File: src/rtl/score_keeper.sv
// Scorekeeper for the pong game: detects ball-out edges, keeps both scores,
// emits goal/win pulses and freezes play while the LED animation runs.
// Ports:
//   BALL_CLOCK, RESET_N      : clock and synchronous active-low reset
//   ball_out_left/right      : level inputs from the ball logic
//   start                    : new-game request (level)
//   goal_player_x, win_player_x : one-cycle event pulses for the animator
//   score_1, score_2         : current scores
//   game_freeze              : hold the ball at centre while high
//   serve_dir                : 0 = serve toward player 1, 1 = toward player 2
module score_keeper #(
  parameter int WIN_SCORE  = 5,
  parameter int SCORE_W    = 4,
  parameter int HOLD_TICKS = 28
) (
  input  logic               BALL_CLOCK,
  input  logic               RESET_N,
  input  logic               ball_out_left,
  input  logic               ball_out_right,
  input  logic               start,
  output logic               goal_player_1,
  output logic               goal_player_2,
  output logic               win_player_1,
  output logic               win_player_2,
  output logic [SCORE_W-1:0] score_1,
  output logic [SCORE_W-1:0] score_2,
  output logic               game_freeze,
  output logic               serve_dir
);

  localparam int CW = (HOLD_TICKS > 1) ? $clog2(HOLD_TICKS) : 1;
  localparam logic [CW-1:0] HOLD_LD = CW'(HOLD_TICKS - 1);
  localparam logic [SCORE_W-1:0] WIN = SCORE_W'(WIN_SCORE);

  typedef enum logic [1:0] {
    PLAY,
    GOAL_HOLD,
    WIN_HOLD,
    GAME_OVER
  } state_t;

  state_t             state_q;
  logic [CW-1:0]      cnt_q;
  logic [SCORE_W-1:0] s1_q;
  logic [SCORE_W-1:0] s2_q;
  logic               g1_q;
  logic               g2_q;
  logic               w1_q;
  logic               w2_q;
  logic               frz_q;
  logic               srv_q;
  logic               left_q;
  logic               right_q;
  logic               start_q;

  logic               rise_l;
  logic               rise_r;
  logic               rise_s;
  logic [SCORE_W-1:0] s1_inc;
  logic [SCORE_W-1:0] s2_inc;

  assign rise_l = ball_out_left & ~left_q;
  assign rise_r = ball_out_right & ~right_q;
  assign rise_s = start & ~start_q;
  assign s1_inc = s1_q + SCORE_W'(1);
  assign s2_inc = s2_q + SCORE_W'(1);

  always_ff @(posedge BALL_CLOCK) begin
    // History always tracks the inputs, including through reset and holds,
    // so a level held across either never looks like a fresh edge.
    left_q  <= ball_out_left;
    right_q <= ball_out_right;
    start_q <= start;
    if (!RESET_N) begin
      state_q <= PLAY;
      cnt_q   <= '0;
      s1_q    <= '0;
      s2_q    <= '0;
      g1_q    <= 1'b0;
      g2_q    <= 1'b0;
      w1_q    <= 1'b0;
      w2_q    <= 1'b0;
      frz_q   <= 1'b0;
      srv_q   <= 1'b0;
    end else begin
      g1_q <= 1'b0;
      g2_q <= 1'b0;
      w1_q <= 1'b0;
      w2_q <= 1'b0;
      unique case (state_q)
        PLAY: begin
          // Simultaneous edges on both sides are ambiguous: no event.
          if (rise_l ^ rise_r) begin
            frz_q <= 1'b1;
            cnt_q <= HOLD_LD;
            if (rise_r) begin
              s1_q  <= s1_inc;
              srv_q <= 1'b1;
              if (s1_inc == WIN) begin
                w1_q    <= 1'b1;
                state_q <= WIN_HOLD;
              end else begin
                g1_q    <= 1'b1;
                state_q <= GOAL_HOLD;
              end
            end else begin
              s2_q  <= s2_inc;
              srv_q <= 1'b0;
              if (s2_inc == WIN) begin
                w2_q    <= 1'b1;
                state_q <= WIN_HOLD;
              end else begin
                g2_q    <= 1'b1;
                state_q <= GOAL_HOLD;
              end
            end
          end
        end
        GOAL_HOLD, WIN_HOLD: begin
          if (cnt_q == '0) begin
            if (state_q == GOAL_HOLD) begin
              state_q <= PLAY;
              frz_q   <= 1'b0;
            end else begin
              state_q <= GAME_OVER;
            end
          end else begin
            cnt_q <= cnt_q - CW'(1);
          end
        end
        GAME_OVER: begin
          if (rise_s) begin
            s1_q    <= '0;
            s2_q    <= '0;
            srv_q   <= 1'b0;
            frz_q   <= 1'b0;
            state_q <= PLAY;
          end
        end
        default: state_q <= PLAY;
      endcase
    end
  end

  assign goal_player_1 = g1_q;
  assign goal_player_2 = g2_q;
  assign win_player_1  = w1_q;
  assign win_player_2  = w2_q;
  assign score_1       = s1_q;
  assign score_2       = s2_q;
  assign game_freeze   = frz_q;
  assign serve_dir     = srv_q;

endmodule

File: config.mk
export PLATFORM = sky130hd
export DESIGN_NAME = score_keeper
export DESIGN_NICKNAME = d
export VERILOG_FILES = /design/src/rtl/score_keeper.sv
export SDC_FILE = /design/constraint.sdc
export NUM_CORES = 1
export LEC_CHECK = 0
export ABC_AREA = 1
export CAP_MARGIN = 10
export CORE_ASPECT_RATIO = 1.25
export CORE_UTILIZATION = 55
export CTS_BUF_LIST = sky130_fd_sc_hd__clkbuf_4
export CTS_CLUSTER_SIZE = 25
export DETAILED_ROUTE_END_ITERATION = 8
export HOLD_SLACK_MARGIN = 0.08
export PLACE_DENSITY = 0.86
export SLEW_MARGIN = 10
export SYNTH_ARGS = -nofsm -noshare
export SYNTH_HDL_FRONTEND = slang
export SYNTH_SLANG_ARGS = --single-unit
File: constraint.sdc
create_clock -name BALL_CLOCK -period 1.8 [get_ports BALL_CLOCK]
set_clock_uncertainty 0.1 [all_clocks]
set_input_delay 0.45 -clock BALL_CLOCK [delete_from_list [all_inputs] [get_ports BALL_CLOCK]]
set_output_delay 0.45 -clock BALL_CLOCK [all_outputs]
set_load 0.03 [all_outputs]
* Word level (Yosys, flattened, before mapping)
Cells that the tools add are included.
** Word-level totals
- Bits in registers :: 24
- Output and inout port bits :: 14
- Logic and storage cells :: 81
** Operators by class
- $add $sub $neg :: 3
- Equality and inequality tests :: 12
- Muxes and demuxes :: 30
- Bitwise operators :: 10
- Reduce and logical (&&, ||, !) cells :: 13
** Operators by type and width (number)
- 4-bit two-way mux :: 5
- 4-bit one-hot mux with 2 select lines :: 2
- 4-bit AND reduction :: 4
- 2-bit two-way mux :: 7
- 2-bit != test, second input constant :: 7
- 1-bit two-way mux :: 10
- 5-bit two-way mux :: 2
- 5-bit one-hot mux with 2 select lines :: 1
- 3-bit AND reduction :: 3
- 4-bit by 1-bit adder with 4-bit output, second input constant :: 2
- 4-bit by 3-bit == test with 1-bit output, second input constant :: 2
- 1-bit NOT :: 6
- 2-bit one-hot mux with 3 select lines :: 1
- 5-bit logical NOT :: 1
- 5-bit by 1-bit subtractor with 5-bit output, second input constant :: 1
- 2-bit == test, second input constant :: 2
- 2-bit nonzero test :: 2
- 4-bit OR reduction :: 1
- 1-bit AND :: 3
- 1-bit one-hot mux with 3 select lines :: 1
- 2-bit by 1-bit == test with 1-bit output, second input constant :: 1
- 2-bit logical NOT :: 1
- 1-bit one-hot mux with 2 select lines :: 1
- 2-bit OR reduction :: 1
- 1-bit XOR :: 1

* Longest topological paths before layout
- Word-level depth :: 6
- Mapped depth :: 10
- Gate-level depth less buffers :: 10

* Least setup slack after synthesis
Ideal clock, no wire load.
- Kind :: register to register
- Start point :: register s1_q[1], in the netlist score_1[1]
- End point :: register state_q[0]
- Data arrival time :: 1.327 ns
- Required time :: 1.588 ns
- Setup slack :: 0.261 ns
- Cell stages (with the launch flop) :: 11
- Buffers on the path :: 0
- Period minus slack after synthesis :: 1.539 ns
- Cells stage by stage :: dfxtp_1 > ha_1 > inv_1 > nand2_1 > nand2_1 > nor2_1 > nand3_1 > nand2_1 > nand2_1 > nand2_1 > nor2_1
** Between the ends
- Longest elaborated chain between the ends :: 6
** Ends and longest elaborated chain
- start: declaration :: RTL line 44 : logic [SCORE_W-1:0] s1_q;
- start signal: assignment :: RTL line 97 : s1_q <= s1_inc;
- 4-bit by 1-bit adder with 4-bit output :: RTL line 65 : assign s1_inc = s1_q + SCORE_W'(1);
- 4-bit by 3-bit == test with 1-bit output :: RTL line 99 : if (s1_inc == WIN) begin
- 2-bit two-way mux :: RTL line 99
- 2-bit two-way mux :: RTL line 96 : if (rise_r) begin
- 2-bit two-way mux :: RTL line 93 : if (rise_l ^ rise_r) begin
- 2-bit one-hot mux with 3 select lines :: RTL line 90 : unique case (state_q)
- end signal: assignment :: RTL line 101 : state_q <= WIN_HOLD;
- end signal: assignment :: RTL line 104 : state_q <= GOAL_HOLD;
- end signal: assignment :: RTL line 111 : state_q <= WIN_HOLD;
- end: declaration :: RTL line 42 : state_t state_q;
No other way between the ends. The select of a mux whose other input is x is not followed.
A chain may end at the register's enable or synchronous reset.

* Worst setup path after layout
- Start point :: input port ball_out_right
- End point :: register s1_q[3], in the netlist score_1[3]
** Between the ends
- Longest elaborated chain between the ends :: 4
- Elaborated cells between the ends (all ways) :: 5
- Those cells by class :: eq/ne (2); bitwise (2); reduce/logical (1)
** Ends and longest elaborated chain
- start: declaration :: RTL line 19 : input logic ball_out_right,
- 1-bit AND * :: RTL line 63 : assign rise_r = ball_out_right & ~right_q;
- 1-bit XOR :: RTL line 93
- 2-bit != test (no line)
- 4-bit AND reduction (no line) *
Mark *: on every way between the ends. The rest lies on a longest branch, timed or not.

==> results.yml <==
floorplan:
  row_count: 19
  num_io_pins: 19
  die_area_um2: 2610
  start_util_pct: 59.4
  fp.dieH_um: 56.9
  fp.dieW_um: 45.9
  coreArea_um2: 2230
detailed_routing:
  wl_per_cell_um: 11.1
  num_vias: 1258
  drc_errors: 0
  first_pass_iters: 4
  dr.first_iter.drc_count: 21
  vias_per_cell: 5.01
  routed_wl_um: 2790
  ant_nets: 0
power:
  power_mw: 2.43
  power.density_nw_per_um2: 1530
  max-vdd-ir-drop_v: 0.00108
  power_leakage_nw: 0.866
global_route:
  gr-total-overflow: 0
  grt_use_total_pct: 23.9
  grt_first_pass_wirelength_um: 4710
  grt_pass1_vias: 1172
  antenna_found_initial: 0
  grt_max_degree: 13
synthesis:
  synth_top_family_by_area: "simple AND/OR/NAND/NOR gates"
  ys_ff_latch: 24
  yosysUniqueCellTypes: 19
  syn_inst: 193
  synth.area.mux_share_pct: 0
  synth_nets: 206
  synth.area.top_cells: "dfxtp_1, nand2_1, inv_1"
  synth_edf_count: 0
  synth_commonest_cells: "nand2_1, inv_1, nor2_1, dfxtp_1, nand3_1"
  synth_top_area_cell: "dfxtp_1"
  synth_seq_area_share_pct: 36.2
  synth.most_common_cell: "nand2_1"
  synth_ff_type: "dfxtp_1"
  ys_async_sr_fraction_pct: 0
  synth-simple-area-share_pct: 35.8
  avgSynthCellArea_um2: 6.87
  netlist_area_um2: 1330
  yosys.area.top_type_share_pct: 36.2
  synth_warnings: 0
  synth-xor-area-share_pct: 0.660
  yosys.area_share.adder_pct: 7.55
  synth_compound_area_share_pct: 8.58
layout:
  fin_util_pct: 71.1
  fin_cells: 251
  drive_gt1_share_pct: 10.0
  area_growth_pct: 19.7
  num-nets-final: 235
  fin_area_um2: 1590
  n_antenna_cell: 0
critical_path:
  ff2ff_path_depth: 7
  cpPeakStageDelay_ns: 0.50
  crit_required_ns: 1.90
  cp.depth: 8
  worstSetupPathType: "primary input to register"
  worstPathArrival_ns: 1.81
  cp_cell_sequence: "clkdlybuf4s50_1 > inv_1 > nor2_4 > nand2_1 > nand3_2 > nand3_2 > o21ai_1 > nor2_1"
  critPathMostFrequentCell: "nand3_2"
  regToRegStartpoint: "state_q[0]$_SDFFE_PN0P_"
  critPathLaunch: "ball_out_right"
  r2r_end: "cnt_q[2]$_SDFFE_PN0P_"
  critPathSlowestCell: "clkdlybuf4s50_1"
  endpoint_kind: "register"
  r2r_setup_slack_ns: 0.17
  cp-start-kind: "primary input"
  crit_family: "simple AND/OR/NAND/NOR gates"
  cp-endpoint: "score_1[3]$_SDFFE_PN0P_"
  crit_fanout: 8
  crit_buf_inv: 2
sta:
  slew_viol_final: 0
  max_freq_ghz: 0.584
  hold_violations: 0
  whs_ns: 0.381
  period_share_pct: 95.2
  slew_headroom_pct: 79.6
  setup_viol: 0
  rsz0062_at_grt: "no"
  worst_pin_slew_ns: 0.308
  post-route-min-period_ns: 1.71
run_status:
  status: "complete, no violations"
placement:
  place_area_um2: 1580
  io_buffers: 18
  place.gp.congestion: 0.795
  numPlacedInstances: 248
  place_hpwl_um: 2240
clock_tree:
  htreeDepth: 1
  worstSkewPairLatency_ns: 0.30
  cts_setup_buffers: 0
  cts.clk_slew.worst_paths_ns: 0.12
  ctsLongestPathBuffers: 2
  root_buffer: "clkbuf_4"
  clock-sinks: 24
  cts_tree: "done"
  numCtsBuffers: 3
flow_run:
  cap_violations: 0
worst_hold_path:
  holdCritStartpoint: "serve_dir$_SDFFE_PN0P_"
  hold_class: "register to register"
[report_power, final]
part	internal [mW]	switching (mW)
registers	0.673	0.122
logic	0.508	0.905
clock network	0.0779	0.148
[logic make-up (layout without fill, tap and decap cells)]
group                    after synthesis  in the layout
AND/OR/NAND/NOR                      106            106
buffers and inverters                 35             62
flip-flops                            24             24
AO/OA/AOI/OAI                         19             19
adder cells (fa/ha/maj)                8              8
XOR/XNOR                               1              1
[worst min-delay path by stage]
stage / cells past startpoint / slack (ns) / endpoint
floorplan: 2 / 0.35 / cnt_q[4]$_SDFFE_PN0P_
global placement: 2 / 0.36 / serve_dir$_SDFFE_PN0P_
detailed placement: 2 / 0.37 / serve_dir$_SDFFE_PN0P_
CTS: 2 / 0.38 / serve_dir$_SDFFE_PN0P_
global route: 2 / 0.39 / serve_dir$_SDFFE_PN0P_
finish: 2 / 0.38 / serve_dir$_SDFFE_PN0P_
[cells in the final DEF, fill, tap and decap left out, drive strengths merged]
| cell type | Yosys | routed |
|---|---|---|
| a21oi | 14 | 14 |
| buf | 2 | 8 |
| clkbuf | 0 | 3 |
| clkdlybuf4s50 | 0 | 4 |
| dfxtp | 24 | 24 |
| dlygate4sd2 | 0 | 14 |
| ha | 8 | 8 |
| inv | 33 | 33 |
| nand2 | 54 | 54 |
| nand3 | 20 | 20 |
| nand3b | 1 | 1 |
| nand4 | 5 | 5 |
| nor2 | 26 | 26 |
| o21ai | 5 | 5 |
| xnor2 | 1 | 1 |
[flip-flops by register name, summed over array words and instances (netlist names)]
name,count
score_2,4
cnt_q,5
game_freeze,1
left_q,1
start_q,1
state_q,2
win_player_2,1
score_1,4
right_q,1
goal_player_2,1
serve_dir,1
win_player_1,1
goal_player_1,1
[worst reg2reg max path, cell delays in order (launching register included)]
cell,delay (ns)
dfxtp_1,0.35
inv_1,0.09
ha_1,0.29
nand3_2,0.22
buf_4,0.22
nand2_2,0.10
nand2_1,0.06
a21oi_1,0.13
[cell type report]
type                            count  area [µm²]
Clock buffer                        3        22.5
Fill cell                         213         647
Inverter                           33         126
Multi-Input combinational cell    134         697
Sequential cell                    24         480
Tap cell                           31        38.8
Timing Repair Buffer               26         223
[repair_timing]
item	in CTS	in global routing
endpoints found under the setup margin	14	0
gates resized for setup	14	0
endpoints found under the hold margin	0	0
hold buffers	0	0
[metal layers]
layer  vias up  track usage (%)  wire (µm)
met5         -                0          0
met4         0             8.40         17
met3         2             3.22         39
met2         8             43.5       1530
met1       588             26.9       1200
li1        660                -          -
[per-stage QoR]
stage          setup WS [ns]  setup TNS [ns]
6_report              0.0862               0
3_3_place_gp          -0.141           -1.70
4_1_cts               0.0906               0
5_1_grt              0.00862               0
2_1_floorplan          0.261               0
3_5_place_dp          -0.236           -3.04
(Power assumes the default switching activity.)
